File: src/rtl/eta_pkg.sv
// ---------------------------------------------------------------------------
// eta_pkg
// Shared constants for the ETA-I style approximate adder:
//   ETA_WIDTH     - default total operand width
//   ETA_SPLIT     - default width of the inaccurate low part
//   ETA_RST_BIT   - value every bit of the result register takes in reset
//   ETA_VALID_RST - value of the output-valid flag in reset
// ---------------------------------------------------------------------------
package eta_pkg;

    localparam int   ETA_WIDTH     = 32;
    localparam int   ETA_SPLIT     = 16;
    localparam logic ETA_RST_BIT   = 1'b0;
    localparam logic ETA_VALID_RST = 1'b0;

endpackage : eta_pkg

File: src/rtl/etai32_adder_if.sv
// ---------------------------------------------------------------------------
// etai32_adder_if
// Operand / result bundle of the approximate adder.
//   in_valid  - operands on a_i/b_i are valid this cycle   (master -> slave)
//   a_i, b_i  - WIDTH-bit operands                         (master -> slave)
//   out_valid - sum_o holds a fresh result                 (slave -> master)
//   sum_o     - WIDTH+1-bit approximate sum, MSB = carry    (slave -> master)
// ---------------------------------------------------------------------------
interface etai32_adder_if #(
    parameter int WIDTH = eta_pkg::ETA_WIDTH
);
    logic             in_valid;
    logic [WIDTH-1:0] a_i;
    logic [WIDTH-1:0] b_i;
    logic             out_valid;
    logic [WIDTH:0]   sum_o;

    modport master (
        output in_valid,
        output a_i,
        output b_i,
        input  out_valid,
        input  sum_o
    );

    modport slave (
        input  in_valid,
        input  a_i,
        input  b_i,
        output out_valid,
        output sum_o
    );
endinterface : etai32_adder_if

File: src/rtl/eta_lsb_block.sv
// ---------------------------------------------------------------------------
// eta_lsb_block
// Inaccurate low part of the adder. Walks from the MSB down: bits above the
// first position where both operands are 1 are a XOR b; from that position
// downwards every result bit is forced to 1. Never produces a carry.
//   a_i, b_i - SPLIT-bit low operand slices
//   sum_o    - SPLIT-bit approximate low sum
// ---------------------------------------------------------------------------
module eta_lsb_block #(
    parameter int SPLIT = eta_pkg::ETA_SPLIT
) (
    input  logic [SPLIT-1:0] a_i,
    input  logic [SPLIT-1:0] b_i,
    output logic [SPLIT-1:0] sum_o
);

    // Ripple "set-one" flag travelling MSB -> LSB, carry-chain style.
    logic set_flag;

    always_comb begin
        sum_o    = '0;
        set_flag = 1'b0;
        for (int i = SPLIT - 1; i >= 0; i--) begin
            set_flag = set_flag | (a_i[i] & b_i[i]);
            // Where both bits are 1 the XOR is 0, so the flag supplies the 1.
            sum_o[i] = set_flag | (a_i[i] ^ b_i[i]);
        end
    end

endmodule : eta_lsb_block

File: src/rtl/etai32_adder.sv
// ---------------------------------------------------------------------------
// etai32_adder
// Approximate (ETA-I) adder with a single output register stage.
// High part (WIDTH-1..SPLIT) is an exact adder with carry-in tied to 0;
// low part (SPLIT-1..0) comes from eta_lsb_block and never carries upward.
//   clk   - rising-edge clock
//   rst_n - asynchronous active-low reset, clears result and valid
//   bus   - etai32_adder_if slave: in_valid/a_i/b_i in, out_valid/sum_o out
// Latency one cycle; sum_o holds on idle cycles while out_valid drops.
// ---------------------------------------------------------------------------
module etai32_adder
    import eta_pkg::*;
#(
    parameter int WIDTH = ETA_WIDTH,
    parameter int SPLIT = ETA_SPLIT
) (
    input  logic          clk,
    input  logic          rst_n,
    etai32_adder_if.slave bus
);

    localparam int HI_W = WIDTH - SPLIT;

    logic [HI_W:0]    hi_sum;
    logic [SPLIT-1:0] lo_sum;
    logic [WIDTH:0]   sum_d;
    logic [WIDTH:0]   sum_q;
    logic             valid_d;
    logic             valid_q;

    // Exact high part; its carry-out lands in sum bit WIDTH.
    assign hi_sum = {1'b0, bus.a_i[WIDTH-1:SPLIT]} + {1'b0, bus.b_i[WIDTH-1:SPLIT]};

    eta_lsb_block #(
        .SPLIT (SPLIT)
    ) u_lsb (
        .a_i   (bus.a_i[SPLIT-1:0]),
        .b_i   (bus.b_i[SPLIT-1:0]),
        .sum_o (lo_sum)
    );

    always_comb begin
        sum_d   = sum_q;
        valid_d = bus.in_valid;
        if (bus.in_valid) begin
            sum_d = {hi_sum, lo_sum};
        end
    end

    always_ff @(posedge clk or negedge rst_n) begin
        if (!rst_n) begin
            sum_q   <= {(WIDTH + 1){ETA_RST_BIT}};
            valid_q <= ETA_VALID_RST;
        end else begin
            sum_q   <= sum_d;
            valid_q <= valid_d;
        end
    end

    assign bus.sum_o     = sum_q;
    assign bus.out_valid = valid_q;

endmodule : etai32_adder

File: src/flat_wrapper.sv
// flat-port wrapper written by rule: the top's interface ports become plain ports
module etai32_adder_flat import eta_pkg::*;
#(
    parameter int WIDTH = ETA_WIDTH,
    parameter int SPLIT = ETA_SPLIT
)
  (clk, rst_n, bus_in_valid, bus_a_i, bus_b_i, bus_out_valid, bus_sum_o);
  etai32_adder_if #(.WIDTH(WIDTH)) bus_i ();
  input  logic clk;
  input  logic rst_n;
  input wire logic [$bits(bus_i.in_valid)-1:0] bus_in_valid;
  input wire logic [$bits(bus_i.a_i)-1:0] bus_a_i;
  input wire logic [$bits(bus_i.b_i)-1:0] bus_b_i;
  output wire logic [$bits(bus_i.out_valid)-1:0] bus_out_valid;
  output wire logic [$bits(bus_i.sum_o)-1:0] bus_sum_o;
  assign bus_i.in_valid = bus_in_valid;
  assign bus_i.a_i = bus_a_i;
  assign bus_i.b_i = bus_b_i;
  assign bus_out_valid = bus_i.out_valid;
  assign bus_sum_o = bus_i.sum_o;
  etai32_adder #(.WIDTH(WIDTH), .SPLIT(SPLIT)) u_core (.clk(clk), .rst_n(rst_n), .bus(bus_i));
endmodule
File: config.mk
export PLATFORM = sky130hd
export DESIGN_NAME = etai32_adder_flat
export DESIGN_NICKNAME = d
export VERILOG_FILES = /design/src/rtl/eta_pkg.sv /design/src/rtl/etai32_adder_if.sv /design/src/rtl/eta_lsb_block.sv /design/src/rtl/etai32_adder.sv /design/src/flat_wrapper.sv
export SDC_FILE = /design/constraint.sdc
export NUM_CORES = 1
export LEC_CHECK = 0
export ABC_AREA = 1
export BUFFER_PORTS_ARGS = -buffer_cell sky130_fd_sc_hd__clkbuf_2
export CORE_UTILIZATION = 47
export CTS_CLUSTER_DIAMETER = 50
export CTS_CLUSTER_SIZE = 24
export DETAILED_ROUTE_END_ITERATION = 10
export PLACE_DENSITY = 0.79
export SYNTH_ARGS = -nofsm -noshare
export SYNTH_HDL_FRONTEND = slang
export SYNTH_SLANG_ARGS = --single-unit
File: constraint.sdc
create_clock -name clk -period 1.6 [get_ports clk]
set_input_delay 0.08 -clock clk [delete_from_list [all_inputs] [get_ports clk]]
set_output_delay 0.08 -clock clk [all_outputs]
set_load 0.05 [all_outputs]
# Word level (Yosys, flattened, before mapping)
# Index checks and enable logic that the tools add are counted.
[classes]
add_sub_neg = 1
n_bitwise = 63
[op_table]
columns = ["cell", "n"]
rows = [
  ["$or A1 B1 Y1", 31],
  ["$add A16 B16 Y17", 1],
  ["$and A1 B1 Y1", 16],
  ["$xor A1 B1 Y1", 16],
]
[totals]
ff_bits = 34
inputBits = 67
wordCells = 66

# Logic depth before layout (Yosys ltp)
[depth]
depth_word = 17
mapped_depth = 13

# Cells and area by module
# A second synthesis with hierarchy kept.
[hier_totals]
cells_unflattened = 374
hier_area_um2 = 2678.8
[modules_own_cells]
columns = ["mod", "n_inst", "cells_each", "area_per_inst_um2"]
rows = [
  ["etai32_adder", 1, 315, 2252.2],
  ["eta_lsb_block", 1, 59, 426.7],
]

# Worst setup path after synthesis
# OpenSTA, ideal clock, no wires.
[synth_path]
path_kind = "in2reg"
from = "in bus_b_i[16]"
to = "reg u_core.sum_q[28], in the netlist u_core.bus.sum_o[28]"
t_arrival_ns = 1.439
t_required_ns = 1.482
slack_ns = 0.043
stages = 13
path_buffers = 0
cell_sequence = "ha_1 -> inv_1 -> fa_1 -> inv_1 -> nand3_2 -> a21oi_2 -> nor2_2 -> o21ai_2 -> nand2_1 -> nand2_1 -> nand2_1 -> nand3_1 -> nand2_1"
[synth_via]
elab_chain_cells = 1
[synth_lines]
columns = ["item", "line", "text"]
rows = [
  ["from (decl)", "flat_wrapper.sv:13", "input wire logic [$bits(bus_i.b_i)-1:0] bus_b_i;"],
  ["$add A16 B16 Y17", "etai32_adder.sv:32", "assign hi_sum = {1'b0, bus.a_i[WIDTH-1:SPLIT]} + {1'b0, bus.b_i[WIDTH-1:SPLIT]};"],
  ["to (signal assigned)", "etai32_adder.sv:52", "sum_q <= {(WIDTH + 1){ETA_RST_BIT}};"],
  ["to (signal assigned)", "etai32_adder.sv:55", "sum_q <= sum_d;"],
  ["to (decl)", "etai32_adder.sv:27", "logic [WIDTH:0] sum_q;"],
]
# No other way between the ends.
# A chain may end at the register's enable or synchronous reset.

# Final worst setup path
# Ends and elaborated chain as after synthesis.

==> metrics.md <==
| Metric | Value |
|---|---|
| CTS sink cnt | 34 |
| Multi-input gate area | 1380 um^2 |
| Num CTS Buffers | 5 |
| Die H | 72.9 um |
| H-tree depth | 2 |
| Hold Slack | 0.0554 ns |
| Post-synthesis net count | 382 |
| Initial antenna violation count | 0 |
| Async SR Flop Fraction | 100% |
| Ports | 101 |
| Mean routed wirelength per cell | 11.1 um |
| Slew Viols, Final | 0 |
| Max Freq | 708 MHz |
| DR vias/cell | 4.79 |
| Drt total wl | 5260 um |
| Worst vdd ir | 0.000337 V |
| Top post-synthesis cells by area | dfrtp_1 (36%), ha_1 (16%), nand2_1 (9.4%) |
| Slew @ Worst Pin | 0.823 ns |
| Most used DFF post-synth | dfrtp_1 |
| CTS Root Cell | clkbuf_8 |
| Leak | 1.69 nW |
| CP Capture Type | flip-flop |
| Final Critical Period | 1.41 ns |
| Drt pass-1 iters | 4 |
| Worst r2r src | u_core.bus.sum_o[3] |
| Top-area cell type share of the netlist area | 36.0% |
| Area growth syn-to-layout | 35.0% |
| Syn avg cell area | 8.34 um^2 |
| Run status | completed |
| Design area | 3190 um^2 |
| Worst Path Required | 1.77 ns |
| PortBufs | 100 |
| Worst Setup Slack, final | 0.187 ns |
| Clock slew at reported path FFs | 0.06 ns |
| First-pass GRT wire length | 8630 um |
| Unique masters post-synth | 35 |
| RSZ-0062 raised after global routing | no |
| Max-Cap Viols | 0 |
| Worst-Skew Late Latency | 0.28 ns |
| FF-to-FF path depth | 3 |
| Kind of start point of the critical path | input port |
| Placed Area | 3070 um^2 |
| Die ar. | 5310 um^2 |
| Post-synth top cells | nand2_1 (59), dfrtp_1 (34), inv_1 (32), ha_1 (31), nor2_1 (26) |
| Final GP Congestion | 0.817 |
| Worst Path Arrival | 1.59 ns |
| Reg-to-Reg End | u_core.bus.sum_o[3] |
| Comb pwr share | 40.8% |
| Synth area leader | dfrtp_1 |
| Clock Tree Buf Depth | 2 |
| Vias | 2264 |
| Diodes inserted | 0 |
| # rows | 25 |
| Chip Width | 72.9 um |
| Post-DP HPWL | 4290 um |
| Reg2reg setup slack | 0.87 ns |
| # fillers | 434 |
| Pin count of the biggest net entering global routing | 35 |
| Fin cells | 473 |
| Most used cell, CP | nand2_1 |
| Initial core utilization | 49.3% |
| Routed Antenna Nets | 0 |
| HP Start | bus_a_i[15] |
| Sequential cell area | 851 um^2 |
| GRT Total Usage | 21.2% |
| Hold Crit Depth | 3 |
| Hold endpoint | u_core.bus.sum_o[15] |
| Pwr per Cell Area | 844 nW/um^2 |
| Core area | 4790 um^2 |
| Switch share | 39.7% |
| Int Power | 1.62 mW |
| Setup CP Type | input port to flip-flop |
| Vias in the first global route | 2107 |
| Fin nets | 505 |
| Post-Place Worst Slack | -0.179 ns |
| CP peak stage delay | 0.33 ns |
| TritonCTS clock tree | built |
| Final global-route overflow total | 0 |
| FF+latch count, synth | 34 |
| Max-slew headroom | 45.1% |
| Clock Skews | 0 ns |
| Slowest CP cell | fa_2 |
| Register share of total power | 37.7% |
| Seq/Total Area, Yosys | 36.0% |
| EDFF count, synth | 0 |
| Overall Power | 2.69 mW |
| Placed insts | 464 |
| Ys Warns | 0 |
| CP max FO | 3 |
| Post-synthesis cell count | 283 |
| Setup violators final | 0 |
| NetSw | 1.07 mW |
| Final hold vios | 0 |
| Critical-path cell list | clkbuf_2, ha_2, inv_1, fa_2, inv_2, nand3_4, a21oi_4, nor2_2, o21ai_2, nand2_1, nand2_1, nand2_1, nand3_1, nand2_1 |
| Initial drt markers | 56 |
| Top-count cell post-synth | nand2_1 |
| Tcrit/Tclk final | 88.3% |
| Layout cells sized above 1 | 38.2% |
| Drt drc | 0 |
| Share of total power in the clock network | 21.5% |
| Hold Crit Class | input port to flip-flop |
| Mapped Area | 2360 um^2 |
[registers in the layout, summed over array words and instances (netlist names)]
name / flops
u_core.bus.sum_o: 33
u_core.bus.out_valid: 1
[cells by family (layout without fill, tap and decap cells)]
kind of cell | after synthesis | in the layout | synth area share (%)
buffers and inverters | 39 | 162 | 6.36
adders and majority gates | 32 | 32 | 17.3
and+or+nand+nor | 117 | 117 | 23.7
AOI/OAI and AO/OA | 54 | 54 | 14.0
DFF | 34 | 34 | 36.0
xor gates and xnor gates | 7 | 7 | 2.60
[per-stage QoR]
| stage | TNS [ns] | utilization (%) |
|---|---|---|
| 3_3_place_gp | -0.359 | 64.2 |
| 5_1_grt | 0 | 66.6 |
| 3_5_place_dp | -0.511 | 64.2 |
| 4_1_cts | 0 | 66.0 |
| 6_report | 0 | 66.6 |
| 2_1_floorplan | 0 | - |
[critical path, delay by kind of cell]
kind	cells	cell delay [ns]
buf+inv	3	0.22
simple gates	7	0.47
compound gates	2	0.32
fa+ha+maj	2	0.50
[how the worst max path moves through the flow]
stage / from / end / slack [ns] / cells past startpoint
global route: bus_a_i[16] / u_core.bus.sum_o[28] / 0.02 / 14
floorplan: bus_b_i[16] / u_core.bus.sum_o[28] / 0.04 / 13
global placement: bus_b_i[16] / u_core.bus.sum_o[28] / -0.14 / 14
CTS: bus_b_i[16] / u_core.bus.sum_o[28] / 0.12 / 14
detailed placement: bus_b_i[16] / u_core.bus.sum_o[28] / -0.18 / 14
finish: bus_b_i[16] / u_core.bus.sum_o[28] / 0.19 / 14
[metal layers]
layer / GRT usage [%] / wire length (um) / up-vias
li1: - / - / 1181
met1: 25.4 / 2380 / 996
met2: 37.7 / 2550 / 80
met3: 3.87 / 264 / 7
met4: 8.06 / 72 / 0
met5: 0 / 0 / -
[cells in the final DEF, fill, tap and decap left out, types with 3 or more instances in the layout]
cell type | Yosys | routed
o21bai_1 | 3 | 3
clkbuf_2 | 0 | 100
xor2_1 | 3 | 3
ha_1 | 31 | 30
o21ai_0 | 18 | 18
or2_1 | 3 | 3
xnor2_1 | 4 | 4
nand4_2 | 3 | 3
a21oi_2 | 5 | 4
a31oi_1 | 3 | 3
o21ai_1 | 3 | 3
nand2_1 | 59 | 59
nor2_1 | 26 | 26
buf_4 | 0 | 22
a21o_1 | 4 | 4
a21oi_1 | 13 | 13
inv_1 | 32 | 31
dfrtp_1 | 34 | 34
clkbuf_8 | 0 | 5
nand3_1 | 7 | 7
nand3_2 | 5 | 4
[power groups by stage]
stage	Combinational [mW]	Sequential [mW]	Clock (mW)
after floorplan	0.388	1.37	0
after global placement	1.07	1.02	0
after detailed placement	1.09	1.03	0
after CTS	1.09	1.01	0.595
after global routing	1.20	1.02	0.624
final	1.10	1.02	0.578
[timing repair]
item | in CTS | in global routing
gates resized for setup | 0 | 5
hold buffers | 1 | 0
hold endpoints to repair | 34 | 0
buffers inserted | 0 | 1
endpoints found under the setup margin | 0 | 2
[area by class of cell]
cell class	count	share of cell area, %
Clock buffer	7	2.39
Inverter	32	3.77
Multi-Input combinational cell	210	43.3
Sequential cell	34	26.7
Tap cell	67	2.63
Timing Repair Buffer	123	21.2
No activity file was read; power rests on OpenSTA's default activity.
